--- src/rtl/mems_spi_arbiter_if.sv ---
// Bus bundle between the two DAC word requesters, the arbiter and the SPI master.
// The master modport is the arbiter side; slave is the requester/SPI-master side.
interface mems_spi_arbiter_if #(
  parameter int DATA_W = 24
);
  logic              scan_req;
  logic [DATA_W-1:0] scan_data;
  logic              scan_ack;
  logic              cfg_req;
  logic [DATA_W-1:0] cfg_data;
  logic              cfg_ack;
  logic              spi_start;
  logic [DATA_W-1:0] spi_data;
  logic              spi_busy;
  logic              grant_src;
  logic              arb_idle;

  modport master (
    input  scan_req, scan_data, cfg_req, cfg_data, spi_busy,
    output scan_ack, cfg_ack, spi_start, spi_data, grant_src, arb_idle
  );

  modport slave (
    output scan_req, scan_data, cfg_req, cfg_data, spi_busy,
    input  scan_ack, cfg_ack, spi_start, spi_data, grant_src, arb_idle
  );
endinterface

--- src/rtl/mems_spi_arbiter.sv ---
// Two-way arbiter in front of the DAC SPI master. The scan stream and the
// configuration path share one SPI master; every grant produces one spi_start,
// transfers are separated by MIN_GAP idle cycles, and a pending configuration
// word is forced through after MAX_SCAN_BURST consecutive scan grants.
module mems_spi_arbiter #(
  parameter int DATA_W         = 24,
  parameter int MIN_GAP        = 16,
  parameter int MAX_SCAN_BURST = 8
) (
  input  logic               clk,
  input  logic               rst,
  mems_spi_arbiter_if.master bus
);

  localparam logic [7:0] GAP_LAST       = 8'(MIN_GAP - 1);
  localparam logic [7:0] BURST_LIM      = 8'(MAX_SCAN_BURST);
  localparam logic [7:0] STREAK_MAX     = 8'hFF;
  // WAIT_BUSY gives the SPI master three cycles to raise busy
  localparam logic [1:0] BUSY_WAIT_LAST = 2'd2;

  typedef enum logic [2:0] {
    S_IDLE      = 3'd0,
    S_ISSUE     = 3'd1,
    S_WAIT_BUSY = 3'd2,
    S_WAIT_DONE = 3'd3,
    S_GAP       = 3'd4
  } state_t;

  state_t            state_q, state_d;
  logic [7:0]        streak_q, streak_d;
  logic [7:0]        gap_cnt_q, gap_cnt_d;
  logic [1:0]        wait_cnt_q, wait_cnt_d;
  logic              spi_start_q, spi_start_d;
  logic              scan_ack_q, scan_ack_d;
  logic              cfg_ack_q, cfg_ack_d;
  logic [DATA_W-1:0] spi_data_q, spi_data_d;
  logic              grant_src_q, grant_src_d;
  logic              arb_idle_q, arb_idle_d;
  logic              pick_cfg;

  // Next-state, grant decision and registered-output values
  always_comb begin
    state_d     = state_q;
    streak_d    = streak_q;
    gap_cnt_d   = gap_cnt_q;
    wait_cnt_d  = wait_cnt_q;
    spi_start_d = 1'b0;
    scan_ack_d  = 1'b0;
    cfg_ack_d   = 1'b0;
    spi_data_d  = spi_data_q;
    grant_src_d = grant_src_q;
    pick_cfg    = 1'b0;

    case (state_q)
      S_IDLE: begin
        // Streak only counts scan grants that made a pending config word wait
        if (!bus.cfg_req) begin
          streak_d = '0;
        end
        // A transfer still running in the SPI master (e.g. across a reset) blocks new starts
        if (!bus.spi_busy && (bus.scan_req || bus.cfg_req)) begin
          pick_cfg    = bus.cfg_req && (!bus.scan_req || (streak_q >= BURST_LIM));
          spi_start_d = 1'b1;
          grant_src_d = pick_cfg;
          state_d     = S_ISSUE;
          if (pick_cfg) begin
            cfg_ack_d  = 1'b1;
            spi_data_d = bus.cfg_data;
            streak_d   = '0;
          end else begin
            scan_ack_d = 1'b1;
            spi_data_d = bus.scan_data;
            if (bus.cfg_req && (streak_q != STREAK_MAX)) begin
              streak_d = streak_q + 8'd1;
            end
          end
        end
      end
      S_ISSUE: begin
        state_d    = S_WAIT_BUSY;
        wait_cnt_d = '0;
      end
      S_WAIT_BUSY: begin
        if (bus.spi_busy) begin
          state_d = S_WAIT_DONE;
        end else if (wait_cnt_q == BUSY_WAIT_LAST) begin
          // Busy never showed up: treat the transfer as already finished
          state_d   = S_GAP;
          gap_cnt_d = '0;
        end else begin
          wait_cnt_d = wait_cnt_q + 2'd1;
        end
      end
      S_WAIT_DONE: begin
        if (!bus.spi_busy) begin
          state_d   = S_GAP;
          gap_cnt_d = '0;
        end
      end
      S_GAP: begin
        if (gap_cnt_q == GAP_LAST) begin
          state_d   = S_IDLE;
          gap_cnt_d = '0;
        end else begin
          gap_cnt_d = gap_cnt_q + 8'd1;
        end
      end
      default: begin
        state_d = S_IDLE;
      end
    endcase

    arb_idle_d = (state_d == S_IDLE) && !bus.spi_busy;
  end

  // State and output registers with synchronous reset
  always_ff @(posedge clk) begin
    if (rst) begin
      state_q     <= S_IDLE;
      streak_q    <= '0;
      gap_cnt_q   <= '0;
      wait_cnt_q  <= '0;
      spi_start_q <= 1'b0;
      scan_ack_q  <= 1'b0;
      cfg_ack_q   <= 1'b0;
      spi_data_q  <= '0;
      grant_src_q <= 1'b0;
      arb_idle_q  <= 1'b1;
    end else begin
      state_q     <= state_d;
      streak_q    <= streak_d;
      gap_cnt_q   <= gap_cnt_d;
      wait_cnt_q  <= wait_cnt_d;
      spi_start_q <= spi_start_d;
      scan_ack_q  <= scan_ack_d;
      cfg_ack_q   <= cfg_ack_d;
      spi_data_q  <= spi_data_d;
      grant_src_q <= grant_src_d;
      arb_idle_q  <= arb_idle_d;
    end
  end

  assign bus.spi_start = spi_start_q;
  assign bus.scan_ack  = scan_ack_q;
  assign bus.cfg_ack   = cfg_ack_q;
  assign bus.spi_data  = spi_data_q;
  assign bus.grant_src = grant_src_q;
  assign bus.arb_idle  = arb_idle_q;

endmodule

--- src/flat_wrapper.sv ---
// flat-port wrapper written by rule: the top's interface ports become plain ports
module mems_spi_arbiter_flat 
#(
  parameter int DATA_W         = 24,
  parameter int MIN_GAP        = 16,
  parameter int MAX_SCAN_BURST = 8
)
  (clk, rst, bus_scan_req, bus_scan_data, bus_cfg_req, bus_cfg_data, bus_spi_busy, bus_scan_ack, bus_cfg_ack, bus_spi_start, bus_spi_data, bus_grant_src, bus_arb_idle);
  mems_spi_arbiter_if #(.DATA_W(DATA_W)) bus_i ();
  input  logic clk;
  input  logic rst;
  input wire logic [$bits(bus_i.scan_req)-1:0] bus_scan_req;
  input wire logic [$bits(bus_i.scan_data)-1:0] bus_scan_data;
  input wire logic [$bits(bus_i.cfg_req)-1:0] bus_cfg_req;
  input wire logic [$bits(bus_i.cfg_data)-1:0] bus_cfg_data;
  input wire logic [$bits(bus_i.spi_busy)-1:0] bus_spi_busy;
  output wire logic [$bits(bus_i.scan_ack)-1:0] bus_scan_ack;
  output wire logic [$bits(bus_i.cfg_ack)-1:0] bus_cfg_ack;
  output wire logic [$bits(bus_i.spi_start)-1:0] bus_spi_start;
  output wire logic [$bits(bus_i.spi_data)-1:0] bus_spi_data;
  output wire logic [$bits(bus_i.grant_src)-1:0] bus_grant_src;
  output wire logic [$bits(bus_i.arb_idle)-1:0] bus_arb_idle;
  assign bus_i.scan_req = bus_scan_req;
  assign bus_i.scan_data = bus_scan_data;
  assign bus_i.cfg_req = bus_cfg_req;
  assign bus_i.cfg_data = bus_cfg_data;
  assign bus_i.spi_busy = bus_spi_busy;
  assign bus_scan_ack = bus_i.scan_ack;
  assign bus_cfg_ack = bus_i.cfg_ack;
  assign bus_spi_start = bus_i.spi_start;
  assign bus_spi_data = bus_i.spi_data;
  assign bus_grant_src = bus_i.grant_src;
  assign bus_arb_idle = bus_i.arb_idle;
  mems_spi_arbiter #(.DATA_W(DATA_W), .MIN_GAP(MIN_GAP), .MAX_SCAN_BURST(MAX_SCAN_BURST)) u_core (.clk(clk), .rst(rst), .bus(bus_i));
endmodule
--- config.mk ---
export PLATFORM = sky130hd
export DESIGN_NAME = mems_spi_arbiter_flat
export DESIGN_NICKNAME = d
export VERILOG_FILES = /design/src/rtl/mems_spi_arbiter_if.sv /design/src/rtl/mems_spi_arbiter.sv /design/src/flat_wrapper.sv
export SDC_FILE = /design/constraint.sdc
export NUM_CORES = 1
export LEC_CHECK = 0
export CAP_MARGIN = 25
export CORE_MARGIN = 5
export CORE_UTILIZATION = 40
export CTS_BUF_LIST = sky130_fd_sc_hd__clkbuf_8
export CTS_CLUSTER_SIZE = 28
export DETAILED_ROUTE_END_ITERATION = 8
export PLACE_DENSITY = 0.81
export SLEW_MARGIN = 20
export SYNTH_ARGS = -nofsm -noshare
export SYNTH_HDL_FRONTEND = slang
export SYNTH_SLANG_ARGS = --single-unit
--- constraint.sdc ---
create_clock -name clk -period 3.68 [get_ports clk]
set_input_delay 0.736 -clock clk [delete_from_list [all_inputs] [get_ports clk]]
set_output_delay 0.736 -clock clk [all_outputs]
set_load 0.1 [all_outputs]
==> results.yml, run 1 <==
routing:
  wire_per_inst_um: 14.28
  drtIter0Drc: 84
  ant_nets: 0
  vias: 1994
  drc: 0
  routed_wl_um: 5455
  avgViaCountPerCell: 5.220
  dr.pass1.iters: 4
flow_run:
  cap_violations: 0
yosys:
  synth_ff_type: "dfxtp_1"
  avgSynthCellArea_um2: 9.614
  yosysSeqAreaShare: 0.4566
  synth_cell_types: 44
  postSynthCellCount: 228
  syn-num-nets: 285
  synth_async_sr_flop_share: 0
  syn-cell-area_um2: 2192
  synth_seq_cells: 50
  yosys_warnings: 0
  synth_edf_count: 0
worst_setup_path:
  rr_worst_depth: 5
  cp.arrival_ns: 1.81
  slowest_delay_ns: 1.16
  r2r_slack_ns: 1.61
  required_ns: 2.94
  cp_cell_sequence: "clkdlybuf4s50_1"
  critical-path-top-delay-family: "buffers and inverters"
  cp_num_buf_inv: 1
  timing.rr.start: "u_core.state_q[1]"
  cp_slowest_cell: "clkdlybuf4s50_1"
  critical_path_class: "reg2out"
  cp_max_fo: 2
  cp-end-kind: "output pin"
  start_kind: "register"
  r2r_end: "u_core.bus.spi_data[19]"
  critPathLaunch: "u_core.bus.spi_data[1]"
floorplan:
  ios: 82
  start_util: 0.4056
  die_w_um: 84.03
  die_y_um: 84.03
  coreArea_um2: 5405
  rows: 27
  die_area_um2: 7061
clock_tree:
  cts-htree-levels: 2
  clk_pin_slew_ns: 0.09
  root_buffer: "clkbuf_8"
  cts_hold_buf: 0
  clk_latency_ns: 0.30
  clock_path_buffers: 2
  cts_resized: 0
  cts_setup_buffers: 0
  cts_tree: "yes"
  cts_buffers: 5
  clock_sinks: 50
sta:
  period_minus_slack_ns: 2.545
  final_max_slew_viol_count: 0
  setup_viol: 0
  finalSetupTns_ns: 0
  rsz0062_at_grt: "no"
  slew_headroom: 0.3253
  skew_ns: 0.007718
  fin_crit_sh: 0.6915
  hold_viol_final: 0
  max_clock_freq_mhz: 393.0
  worstMarginPinSlew_ns: 1.009
  hold_slack_ns: 0.4626
hold_path:
  hold_depth: 1
  min_from: "u_core.bus.grant_src"
  hold_path_class: "reg2reg"
  holdPathEnd: "u_core.bus.grant_src"
finish:
  antenna_cells: 0
  fin_nets: 366
  finish.utilization: 0.5910
  area_growth_pct: 45.72
  drive_above_1_share: 0.07742
pwr:
  powerDensity_nw_per_um2: 431.9
  seqPwrFrac: 0.430
  vdd_drop_max_mv: 0.2444
  switching_share: 0.3415
  pwr-share-clk: 0.277
  p_int_w: 0.0009084
  comb_power_share: 0.293
  p_switching_w: 0.0004711
  leakagePower_nw: 1.200
global_route:
  grt_util_met3: 0.04245
  use_met2: 0.2453
  overflow: 0
  antenna_found_initial: 0
  grt_pass1_wl_um: 8914
  gr-usage-met1: 0.1931
  grt_pass1_vias: 1882
  grt_usage: 0.1508
  grt_max_degree: 24
  grt.busiest_layer: "met2"
outcome:
  status: "completed"
placed_design:
  gp_congestion: 0.8761
  dp_hpwl_um: 3969
  port_buffers: 81
==> worst max path at each step <==
stage	depth (start not counted)	endpoint	slack, ns
global route	1	bus_spi_data[1]	1.08
floorplan	6	u_core.bus.spi_data[1]	1.41
CTS	1	bus_spi_data[1]	1.12
finish	1	bus_spi_data[1]	1.14
detailed placement	6	u_core.bus.spi_data[17]	0.84
global placement	6	u_core.bus.spi_data[5]	0.91
==> power groups by stage <==
stage	Combinational, W	Sequential, W	Clock, W
floorplan	0.0000849	0.000792	0
global placement	0.000402	0.000604	0
detailed placement	0.000405	0.000604	0
CTS	0.000406	0.000593	0.000396
global route	0.000421	0.000598	0.000417
finish	0.000404	0.000593	0.000383
==> cell usage after synthesis, types with 3 or more instances <==
master    number  area (µm²)
ha_1           4       50.05
and3_1         4       25.02
inv_1          4       15.01
nor2_1        24       90.09
a221o_1       21       210.2
clkbuf_1       8       30.03
a21oi_1       15       75.07
buf_2          4       20.02
o21ai_0        5       25.02
and2_1        23       143.9
mux2i_1        5       50.05
a211oi_1       5       37.54
nor3_1         4       20.02
nor4_1         3       18.77
nand3_1        5       25.02
nand2_1        6       22.52
or3_1          3       18.77
dfxtp_1       50        1001
==> cell type report <==
| type | count | area (µm²) |
|---|---|---|
| sequential | 50 | 1001 |
| tap | 72 | 90.09 |
| fill | 492 | 2211 |
| timing repair buffer | 86 | 848.3 |
| inverter | 4 | 15.01 |
| multi-input combinational | 162 | 1131 |
| clock inverter | 3 | 40.04 |
| clock buffer | 5 | 68.82 |
==> flip-flops by register name (all words and copies together), names as in the netlist <==
name                  cells
u_core.bus.arb_idle       1
u_core.streak_q           8
u_core.bus.spi_data      24
u_core.gap_cnt_q          8
u_core.bus.scan_ack       1
u_core.wait_cnt_q         2
u_core.bus.grant_src      1
u_core.bus.cfg_ack        1
u_core.state_q            3
u_core.bus.spi_start      1
==> layout by cell type, fill, tap and decap left out, types with 2 or more instances in the layout <==
master | synthesis | final
a211oi_1 | 5 | 5
a21o_1 | 2 | 2
a21oi_1 | 15 | 15
a221o_1 | 21 | 21
a31oi_1 | 2 | 2
and2_1 | 23 | 23
and3_1 | 4 | 4
and4_1 | 2 | 2
buf_4 | 0 | 5
clkbuf_8 | 0 | 5
clkdlybuf4s50_1 | 0 | 81
clkinv_2 | 0 | 2
dfxtp_1 | 50 | 50
ha_1 | 4 | 4
inv_1 | 4 | 4
mux2i_1 | 5 | 5
nand2_1 | 6 | 6
nand2b_1 | 2 | 2
nand3_1 | 5 | 5
nand3b_1 | 2 | 2
nor2_1 | 24 | 24
nor3_1 | 4 | 3
nor4_1 | 3 | 3
o21ai_0 | 5 | 5
o31a_1 | 2 | 2
or3_1 | 3 | 3
or3b_2 | 2 | 2
or4b_2 | 2 | 2
xor2_1 | 2 | 2
==> logic make-up (layout without fill, tap and decap cells) <==
logic type / count (synthesis) / count (layout) / share of synthesized area
AOI/OAI and AO/OA: 60 / 60 / 0.2192
muxes: 5 / 5 / 0.02283
DFF: 50 / 50 / 0.4566
adders and majority gates: 4 / 4 / 0.02283
xor gates and xnor gates: 2 / 2 / 0.007992
buffers and inverters: 16 / 98 / 0.02968
and+or+nand+nor: 91 / 91 / 0.2409
==> metal layers <==
metal  wire, µm  vias to the layer above
li1           -                     1015
met1       2445                      922
met2       2592                       47
met3        321                       10
met4         96                        0
met5          0                        -
==> metrics by stage <==
stage / power (W) / std cells / setup slack, ns / instance area [µm²]
CTS: 0.001395 / 382 / 1.120 / 3194
floorplan: 0.0008768 / 228 / 1.413 / 2192
global route: 0.001436 / 382 / 1.079 / 3194
global placement: 0.001007 / 374 / 0.9109 / 3085
detailed placement: 0.001010 / 374 / 0.8389 / 3085
finish: 0.001380 / 382 / 1.135 / 3194
No activity file was read; power rests on OpenSTA's default activity.
==> inputs of run 2 (changes only) <==
--- a/config.mk
+++ b/config.mk
@@ -11,7 +11,7 @@
 export CTS_BUF_LIST = sky130_fd_sc_hd__clkbuf_8
 export CTS_CLUSTER_SIZE = 28
 export DETAILED_ROUTE_END_ITERATION = 8
-export PLACE_DENSITY = 0.81
+export PLACE_DENSITY = 0.83
 export SLEW_MARGIN = 20
 export SYNTH_ARGS = -nofsm -noshare
 export SYNTH_HDL_FRONTEND = slang
==> constraint.sdc (replaced) <==
create_clock -name clk -period 2.1 [get_ports clk]
set_input_delay 0.42 -clock clk [delete_from_list [all_inputs] [get_ports clk]]
set_output_delay 0.42 -clock clk [all_outputs]
set_load 0.1 [all_outputs]
==> results.yml, run 2 (synthesis gave the netlist of run 1 again) <==
worst_setup_path:
  critical-path-top-delay-family: "buffers and inverters"
  slowest_delay_ns: 0.48
  cp_max_fo: 12
  required_ns: 2.34
  cp_cell_sequence: "clkdlybuf4s50_1 -> or4_4 -> a2111oi_4 -> buf_4 -> and2_1 -> a221o_1"
  r2r_slack_ns: 0.20
  start_kind: "primary input"
  cp.arrival_ns: 2.20
  critical_path_class: "in2reg"
  timing.rr.start: "u_core.state_q[0]"
  cp-end-kind: "register"
  r2r_end: "u_core.wait_cnt_q[1]"
  cp_num_buf_inv: 2
  rr_worst_depth: 5
  cp_slowest_cell: "or4_4"
hold_path:
  min_from: "u_core.bus.grant_src"
  hold_path_class: "reg2reg"
  holdPathEnd: "u_core.bus.grant_src"
  hold_depth: 1
clock_tree:
  cts_setup_buffers: 0
  clk_pin_slew_ns: 0.09
  root_buffer: "clkbuf_8"
  clock_sinks: 50
  cts_buffers: 5
  clock_path_buffers: 2
  cts_tree: "yes"
  cts-htree-levels: 2
  cts_resized: 0
  clk_latency_ns: 0.30
  cts_hold_buf: 0
sta:
  hold_slack_ns: 0.4597
  period_minus_slack_ns: 1.958
  final_max_slew_viol_count: 0
  rsz0062_at_grt: "no"
  setup_slack_ns: 0.1424
  setup_viol: 0
  fin_crit_sh: 0.9322
  max_clock_freq_mhz: 510.8
  skew_ns: 0.002758
  hold_viol_final: 0
  slew_headroom: 0.5930
  worstMarginPinSlew_ns: 0.6054
finish:
  seq_area_um2: 1001
  final-instance-count-excl-fill: 397
  multi_input_area_um2: 1131
  final_common_cell: "clkdlybuf4s50_1"
  n_fill_cell: 486
  area_growth_pct: 47.89
  layout_common_cells: "52 x clkdlybuf4s50_1, 50 x dfxtp_1, 47 x buf_4"
  drive_above_1_share: 0.2062
  finish.utilization: 0.5998
  antenna_cells: 0
  largest_reg_flops: 24
  fin_nets: 381
routing:
  drtIter0Drc: 88
  wire_per_inst_um: 14.62
  routed_wl_um: 5804
  dr.pass1.iters: 4
  vias: 2105
  drc: 0
  ant_nets: 0
  avgViaCountPerCell: 5.302
global_route:
  antenna_found_initial: 0
  grt_usage: 0.1606
  overflow: 0
  grt_max_degree: 23
  grt_pass1_wl_um: 9459
  grt.busiest_layer: "met2"
  use_met2: 0.2719
  grt_util_met3: 0.04245
  grt_pass1_vias: 2005
  gr-usage-met1: 0.1955
pwr:
  vdd_drop_max_mv: 0.4842
  leakagePower_nw: 1.327
  power_w: 0.002345
  powerDensity_nw_per_um2: 723.4
placed_design:
  post-place-ws_ns: -0.1869
  port_buffers: 81
  gp_congestion: 0.8813
  dp.cells: 389
  dp_hpwl_um: 4415
outcome:
  status: "completed"
floorplan:
  ios: 82
  die_w_um: 84.03
  coreArea_um2: 5405
  rows: 27
  die_y_um: 84.03
  start_util: 0.4056
  die_area_um2: 7061
flow_run:
  cap_violations: 0
## run 2: through the flow
stage	setup TNS (ns)	area, µm²
2_1_floorplan	0	2192
5_1_grt	0	3242
6_report	0	3242
3_5_place_dp	-3.497	3151
3_3_place_gp	-2.577	3151
4_1_cts	0	3242
## run 2: cell type report
type                    instances  area share
clock buffers                   6     0.02547
inverters                       4    0.004631
clock inverters                 2    0.002702
flip-flops and latches         50      0.3088
well taps                      72     0.02779
repair buffers                101      0.2817
multi-input cells             162      0.3489
## run 2: per-layer routing
| layer | vias up | share of wire |
|---|---|---|
| met4 | 0 | 0.015 |
| li1 | 1042 | - |
| met1 | 982 | 0.42 |
| met2 | 67 | 0.51 |
| met5 | - | 0 |
| met3 | 14 | 0.059 |
## run 2: how the worst max path moves through the flow
| stage | cells after the start | startpoint | slack (ns) | to |
|---|---|---|---|---|
| 2_1_floorplan | 6 | bus_spi_busy | 0.15 | u_core.bus.spi_data[1] |
| 3_3_place_gp | 6 | bus_spi_busy | -0.14 | u_core.bus.spi_data[13] |
| 3_5_place_dp | 6 | bus_spi_busy | -0.19 | u_core.bus.spi_data[17] |
| 4_1_cts | 6 | bus_spi_busy | 0.14 | u_core.bus.spi_data[17] |
| 5_1_grt | 7 | bus_spi_busy | 0.02 | u_core.streak_q[2] |
| 6_report | 6 | bus_spi_busy | 0.14 | u_core.bus.spi_data[17] |
## run 2: power by group
group	leakage, nW	switching (W)	total (W)	internal, W
Clock	0.0524	0.000313	0.000574	0.000262
Combinational	0.867	0.000484	0.000737	0.000252
Sequential	0.408	0.0000333	0.00103	0.00100
